==> src/rtl/reg8_pkg.sv <==
// Shared widths and encodings for the 8x8 register-bank execute sequencer.
package reg8_pkg;

  localparam int DATA_W = 8;
  localparam int ADDR_W = 3;

  typedef enum logic [2:0] {
    OP_ADD = 3'd0,
    OP_SUB = 3'd1,
    OP_AND = 3'd2,
    OP_OR  = 3'd3,
    OP_XOR = 3'd4,
    OP_SLL = 3'd5,
    OP_SRL = 3'd6,
    OP_LI  = 3'd7
  } op_e;

  typedef enum logic [1:0] {
    IDLE = 2'd0,
    READ = 2'd1,
    EXEC = 2'd2,
    WB   = 2'd3
  } state_e;

endpackage

==> src/rtl/reg8_alu.sv <==
// Combinational ALU: arithmetic, logic, shifts and load-immediate with zero/carry flags.
module reg8_alu #(
  parameter int DATA_W = reg8_pkg::DATA_W
) (
  input  reg8_pkg::op_e      op,
  input  logic [DATA_W-1:0]  a,
  input  logic [DATA_W-1:0]  b,
  input  logic [DATA_W-1:0]  imm,
  output logic [DATA_W-1:0]  result,
  output logic               z,
  output logic               c
);
  import reg8_pkg::*;

  logic [DATA_W:0] sum;
  logic [DATA_W:0] diff;
  logic [2:0]      shamt;

  // Extra top bit carries out of ADD and borrows out of SUB (set when a < b unsigned).
  assign sum   = {1'b0, a} + {1'b0, b};
  assign diff  = {1'b0, a} - {1'b0, b};
  assign shamt = b[2:0];

  always_comb begin
    result = '0;
    c      = 1'b0;
    case (op)
      OP_ADD: begin
        result = sum[DATA_W-1:0];
        c      = sum[DATA_W];
      end
      OP_SUB: begin
        result = diff[DATA_W-1:0];
        c      = diff[DATA_W];
      end
      OP_AND:  result = a & b;
      OP_OR:   result = a | b;
      OP_XOR:  result = a ^ b;
      OP_SLL:  result = a << shamt;
      OP_SRL:  result = a >> shamt;
      OP_LI:   result = imm;
      default: result = '0;
    endcase
  end

  assign z = (result == '0);

endmodule

==> src/rtl/reg8_op_sequencer.sv <==
// Four-state execute/write-back sequencer: capture instruction, read bank, execute, commit.
module reg8_op_sequencer #(
  parameter int DATA_W = reg8_pkg::DATA_W,
  parameter int ADDR_W = reg8_pkg::ADDR_W
) (
  input  logic              clk,
  input  logic              rst_n,
  input  logic              instr_valid,
  output logic              instr_ready,
  input  logic [2:0]        instr_op,
  input  logic [ADDR_W-1:0] instr_rd,
  input  logic [ADDR_W-1:0] instr_rs1,
  input  logic [ADDR_W-1:0] instr_rs2,
  input  logic [DATA_W-1:0] instr_imm,
  output logic [ADDR_W-1:0] rf_raddr_1,
  output logic [ADDR_W-1:0] rf_raddr_2,
  input  logic [DATA_W-1:0] rf_rdata_1,
  input  logic [DATA_W-1:0] rf_rdata_2,
  output logic              rf_we,
  output logic [ADDR_W-1:0] rf_waddr,
  output logic [DATA_W-1:0] rf_wdata,
  output logic              done,
  output logic              flag_z,
  output logic              flag_c
);
  import reg8_pkg::*;

  state_e              state_q,  state_d;
  op_e                 op_q,     op_d;
  logic [ADDR_W-1:0]   rd_q,     rd_d;
  logic [ADDR_W-1:0]   rs1_q,    rs1_d;
  logic [ADDR_W-1:0]   rs2_q,    rs2_d;
  logic [DATA_W-1:0]   imm_q,    imm_d;
  logic [DATA_W-1:0]   a_q,      a_d;
  logic [DATA_W-1:0]   b_q,      b_d;
  logic [DATA_W-1:0]   res_q,    res_d;
  logic                res_z_q,  res_z_d;
  logic                res_c_q,  res_c_d;
  logic                flag_z_q, flag_z_d;
  logic                flag_c_q, flag_c_d;

  logic [DATA_W-1:0]   alu_res;
  logic                alu_z;
  logic                alu_c;

  reg8_alu #(.DATA_W(DATA_W)) u_alu (
    .op     (op_q),
    .a      (a_q),
    .b      (b_q),
    .imm    (imm_q),
    .result (alu_res),
    .z      (alu_z),
    .c      (alu_c)
  );

  always_comb begin
    state_d  = state_q;
    op_d     = op_q;
    rd_d     = rd_q;
    rs1_d    = rs1_q;
    rs2_d    = rs2_q;
    imm_d    = imm_q;
    a_d      = a_q;
    b_d      = b_q;
    res_d    = res_q;
    res_z_d  = res_z_q;
    res_c_d  = res_c_q;
    flag_z_d = flag_z_q;
    flag_c_d = flag_c_q;
    case (state_q)
      IDLE: begin
        if (instr_valid) begin
          op_d    = op_e'(instr_op);
          rd_d    = instr_rd;
          rs1_d   = instr_rs1;
          rs2_d   = instr_rs2;
          imm_d   = instr_imm;
          state_d = READ;
        end
      end
      READ: begin
        a_d     = rf_rdata_1;
        b_d     = rf_rdata_2;
        state_d = EXEC;
      end
      EXEC: begin
        res_d   = alu_res;
        res_z_d = alu_z;
        res_c_d = alu_c;
        state_d = WB;
      end
      WB: begin
        // Flags follow the committed result, so they become visible once back in IDLE.
        flag_z_d = res_z_q;
        flag_c_d = res_c_q;
        state_d  = IDLE;
      end
      default: state_d = IDLE;
    endcase
  end

  always_ff @(posedge clk or negedge rst_n) begin
    if (!rst_n) begin
      state_q  <= IDLE;
      op_q     <= OP_ADD;
      rd_q     <= '0;
      rs1_q    <= '0;
      rs2_q    <= '0;
      imm_q    <= '0;
      a_q      <= '0;
      b_q      <= '0;
      res_q    <= '0;
      res_z_q  <= 1'b0;
      res_c_q  <= 1'b0;
      flag_z_q <= 1'b0;
      flag_c_q <= 1'b0;
    end else begin
      state_q  <= state_d;
      op_q     <= op_d;
      rd_q     <= rd_d;
      rs1_q    <= rs1_d;
      rs2_q    <= rs2_d;
      imm_q    <= imm_d;
      a_q      <= a_d;
      b_q      <= b_d;
      res_q    <= res_d;
      res_z_q  <= res_z_d;
      res_c_q  <= res_c_d;
      flag_z_q <= flag_z_d;
      flag_c_q <= flag_c_d;
    end
  end

  // Bank-facing outputs are gated to zero outside their own state.
  always_comb begin
    instr_ready = (state_q == IDLE);
    done        = (state_q == WB);
    rf_raddr_1  = (state_q == READ) ? rs1_q : '0;
    rf_raddr_2  = (state_q == READ) ? rs2_q : '0;
    rf_we       = (state_q == WB) && (rd_q != '0);
    rf_waddr    = (state_q == WB) ? rd_q  : '0;
    rf_wdata    = (state_q == WB) ? res_q : '0;
    flag_z      = flag_z_q;
    flag_c      = flag_c_q;
  end

endmodule

==> config.mk <==
export PLATFORM = sky130hd
export DESIGN_NAME = reg8_op_sequencer
export DESIGN_NICKNAME = d
export VERILOG_FILES = /design/src/rtl/reg8_pkg.sv /design/src/rtl/reg8_alu.sv /design/src/rtl/reg8_op_sequencer.sv
export SDC_FILE = /design/constraint.sdc
export NUM_CORES = 1
export LEC_CHECK = 0
export CAP_MARGIN = 20
export CORE_MARGIN = 3
export CORE_UTILIZATION = 55
export DETAILED_ROUTE_END_ITERATION = 7
export PLACE_DENSITY = 0.82
export SYNTH_ARGS = -nofsm -noshare
export SYNTH_HDL_FRONTEND = slang
export SYNTH_SLANG_ARGS = --single-unit
==> constraint.sdc <==
create_clock -name clk -period 4.86 [get_ports clk]
set_input_delay 0.972 -clock clk [delete_from_list [all_inputs] [get_ports clk]]
set_output_delay 0.972 -clock clk [all_outputs]
set_load 0.01 [all_outputs]
==> impl_metrics.py <==
metrics = {
    "clocking": {
        "cts_tree": "yes",
        "clk_pin_slew_worst_paths_ns": 0.10,
        "numCtsBuffers": 5,
        "cts_setup_buffers": 0,
        "clock-root-buffer": "clkbuf_8",
        "insertion_delay_ns": 0.31,
        "numClockSinks": 50,
        "ctsLongestPathBuffers": 2,
        "cts_htree_levels": 2,
        "ctsResizeCount": 0,
        "postCtsHoldBufs": 0,
    },
    "floorplan": {
        "ioPinCount": 61,
        "initial_core_util": 0.5773,
        "fp.dieH_um": 88.57,
        "die_x_um": 88.57,
        "core_um2": 6495,
        "rows": 29,
        "dieArea_um2": 7845,
    },
    "cells_and_area": {
        "synthToLayoutAreaGrowth_pct": 17.78,
        "fin_nets": 520,
        "layout-drive-gt1-share": 0.1131,
        "seq_area_um2": 1251,
        "n_antenna_cell": 0,
        "multi_input_area_um2": 2223,
        "fillCellCount": 536,
    },
    "power": {
        "p_seq_frac": 0.281,
        "pwr-share-comb": 0.625,
        "p_sw_frac": 0.4774,
        "power.density_nw_per_um2": 761.4,
        "ir_drop_v": 0.0003636,
        "switchingPower_mw": 1.606,
        "p_int_mw": 1.758,
        "pwr-share-clk": 0.094,
        "p_leak_nw": 1.889,
    },
    "status": {
        "status": "finished clean",
    },
    "logic_synthesis": {
        "yosys_warnings": 0,
        "syn_nets": 474,
        "synth.avg_cell_area_um2": 9.282,
        "synthArstFlopShare": 1.000,
        "synth_edf_count": 0,
        "syn_area_um2": 3750,
        "ys_types": 66,
        "ys_ff_latch": 50,
        "synth_ff_type": "dfrtp_1",
        "seq_area_frac_synth": 0.3337,
        "netlist_instances": 404,
    },
    "grt": {
        "grt_max_degree": 29,
        "grt_pass1_wl_mm": 15.54,
        "antenna_found_initial": 0,
        "overflow": 0,
        "first_global_vias": 3136,
        "track_usage": 0.2604,
    },
    "sta": {
        "slew_violations": 0,
        "hold_ws_ns": 0.5019,
        "post-route-worst-setup-slack_ns": 1.571,
        "fin_skew_ns": 0.01211,
        "fin_crit_ns": 3.289,
        "max_freq_ghz": 0.3041,
        "relSlewSlack": 0.3907,
        "period_share": 0.6767,
        "setup_tns_ns": 0,
        "worst_pin_slew_ns": 0.9139,
        "rsz0062_at_grt": "no",
        "finalSetupViolCount": 0,
        "hold_viol_final": 0,
    },
    "placed_design": {
        "gp_congestion": 1.021,
        "port_buffers": 60,
        "dp_slack_ns": 1.745,
        "dpl.hpwl_mm": 7.518,
    },
    "job": {
        "drv_cap": 0,
    },
    "setup_path": {
        "path_delay_family": "buffers and inverters",
        "path_buf_inv": 3,
        "cp_slowest_stage_delay_ns": 0.55,
        "cp.arrival_ns": 2.32,
        "worstPathMaxFanout": 28,
        "crit_chain": "inv_1, ha_1, buf_4, and2_1, clkdlybuf4s50_1",
        "cp_data_required_time_ns": 3.89,
        "worst_setup_path_end_kind": "output port",
        "worstSetupStartpointType": "register",
        "worstSetupPathType": "reg -> out",
        "worst_path_max_delay_cell": "clkdlybuf4s50_1",
    },
    "drt": {
        "avgRoutedWirePerCell_um": 18.64,
        "drc": 0,
        "vias": 3247,
        "drtPass1Iterations": 5,
        "ant_nets": 0,
        "vias_per_cell": 6.150,
        "dr.first_iter.drc_count": 282,
        "routed_wl_mm": 9.842,
    },
    "hold_path": {
        "hp-class": "reg -> reg",
    },
}
cell type report:
| cell class | instances | area share |
|---|---|---|
| inverter | 27 | 0.02295 |
| clock buffer | 6 | 0.01870 |
| tap | 77 | 0.02181 |
| timing repair buffer | 62 | 0.1411 |
| clock inverter | 2 | 0.008782 |
| multi-input combinational | 304 | 0.5034 |
| sequential | 50 | 0.2833 |
kinds of logic (layout without fill, tap and decap cells):
kind of cell / Yosys count / count (layout) / synth area share
AOI/OAI and AO/OA: 111 / 111 / 0.1962
xor gates and xnor gates: 5 / 5 / 0.01168
adders and majority gates: 31 / 31 / 0.1074
buffers and inverters: 50 / 97 / 0.07341
DFF: 50 / 50 / 0.3337
muxes: 38 / 38 / 0.1185
and+or+nand+nor: 119 / 119 / 0.1592
cells in the mapped netlist, types with 5 or more instances:
cell type	count	area share
clkbuf_1	10	0.010
dfrtp_1	50	0.33
o21bai_1	5	0.010
inv_1	27	0.027
a31oi_1	5	0.0083
nor2b_1	5	0.0083
nor2_1	24	0.024
mux2i_1	8	0.021
nand2_1	41	0.041
a21oi_1	23	0.031
ha_1	29	0.097
nand3_1	6	0.0080
and2_1	17	0.028
mux2_2	26	0.078
a211oi_1	8	0.016
buf_6	6	0.018
o21ai_0	35	0.047
routing by layer:
metal,vias up,GRT usage,routed length (um)
li1,1510,-,-
met1,1573,0.3459,4261
met2,145,0.4364,4715
met3,19,0.04935,673
met4,0,0.07143,191
met5,-,0,0
worst register-to-register path: stages (launching register included):
cell and delay, ns:
dfrtp_1 0.88, inv_1 0.34, ha_1 0.40, a21oi_1 0.18, o21bai_1 0.12, a211oi_1 0.34, o21bai_1 0.10, a31oi_1 0.19
xor2_1 0.16, o211ai_1 0.16, o32ai_2 0.30
flip-flops by register name (all words and copies together) (netlist names):
signal   count
b_q          8
a_q          8
imm_q        8
rd_q         3
flag_z       1
rs1_q        3
rs2_q        3
res_c_q      1
res_q        8
state_q      2
res_z_q      1
op_q         3
flag_c       1
power groups by stage:
stage	sequential [mW]	combinational [mW]	clock [mW]
finish	0.946	2.10	0.316
global route	0.973	2.32	0.339
CTS	0.935	2.08	0.320
detailed placement	0.944	2.06	0
global placement	0.930	2.03	0
floorplan	0.758	1.70	0
stage by stage:
stage               utilization  cell area, um^2  power (mW)  instances
detailed placement       0.6613             4295       3.008        520
floorplan                     -             3750       2.454        404
CTS                      0.6800             4417       3.332        528
finish                   0.6800             4417       3.363        528
global placement         0.6583             4275       2.956        519
global route             0.6800             4417       3.632        528
final timing paths:
| path | from | end | slack, ns | cells past startpoint |
|---|---|---|---|---|
| min in group asynchronous | rst_n | a_q[0] | 0.67 | 1 |
| min reg2reg | res_q[2] | res_q[2] | 0.50 | 1 |
| max in group asynchronous | rst_n | op_q[0] | 3.63 | 2 |
| max | state_q[1] | rf_raddr_1[1] | 1.57 | 5 |
| max reg2reg | b_q[1] | res_z_q | 1.61 | 10 |
| min | res_q[2] | res_q[2] | 0.50 | 1 |
placed cells by master, fill, tap and decap left out, drive strengths merged, types with 4 or more instances in the layout:
master         Yosys  routed
nand2             41      41
dfrtp             50      50
nor2              24      24
clkdlybuf4s50      0      59
and3               5       5
a21oi             24      24
inv               27      28
a31oi              5       5
o21bai             5       5
clkbuf            13       6
nand2b             4       4
o21ai             35      35
mux2              28      28
ha                29      29
a221oi             4       4
nor3               4       4
mux2i              8       8
a211oi             8       8
nor2b              5       5
o22ai              4       4
nand3              6       6
and2              18      18
No activity file was read; power rests on OpenSTA's default activity.
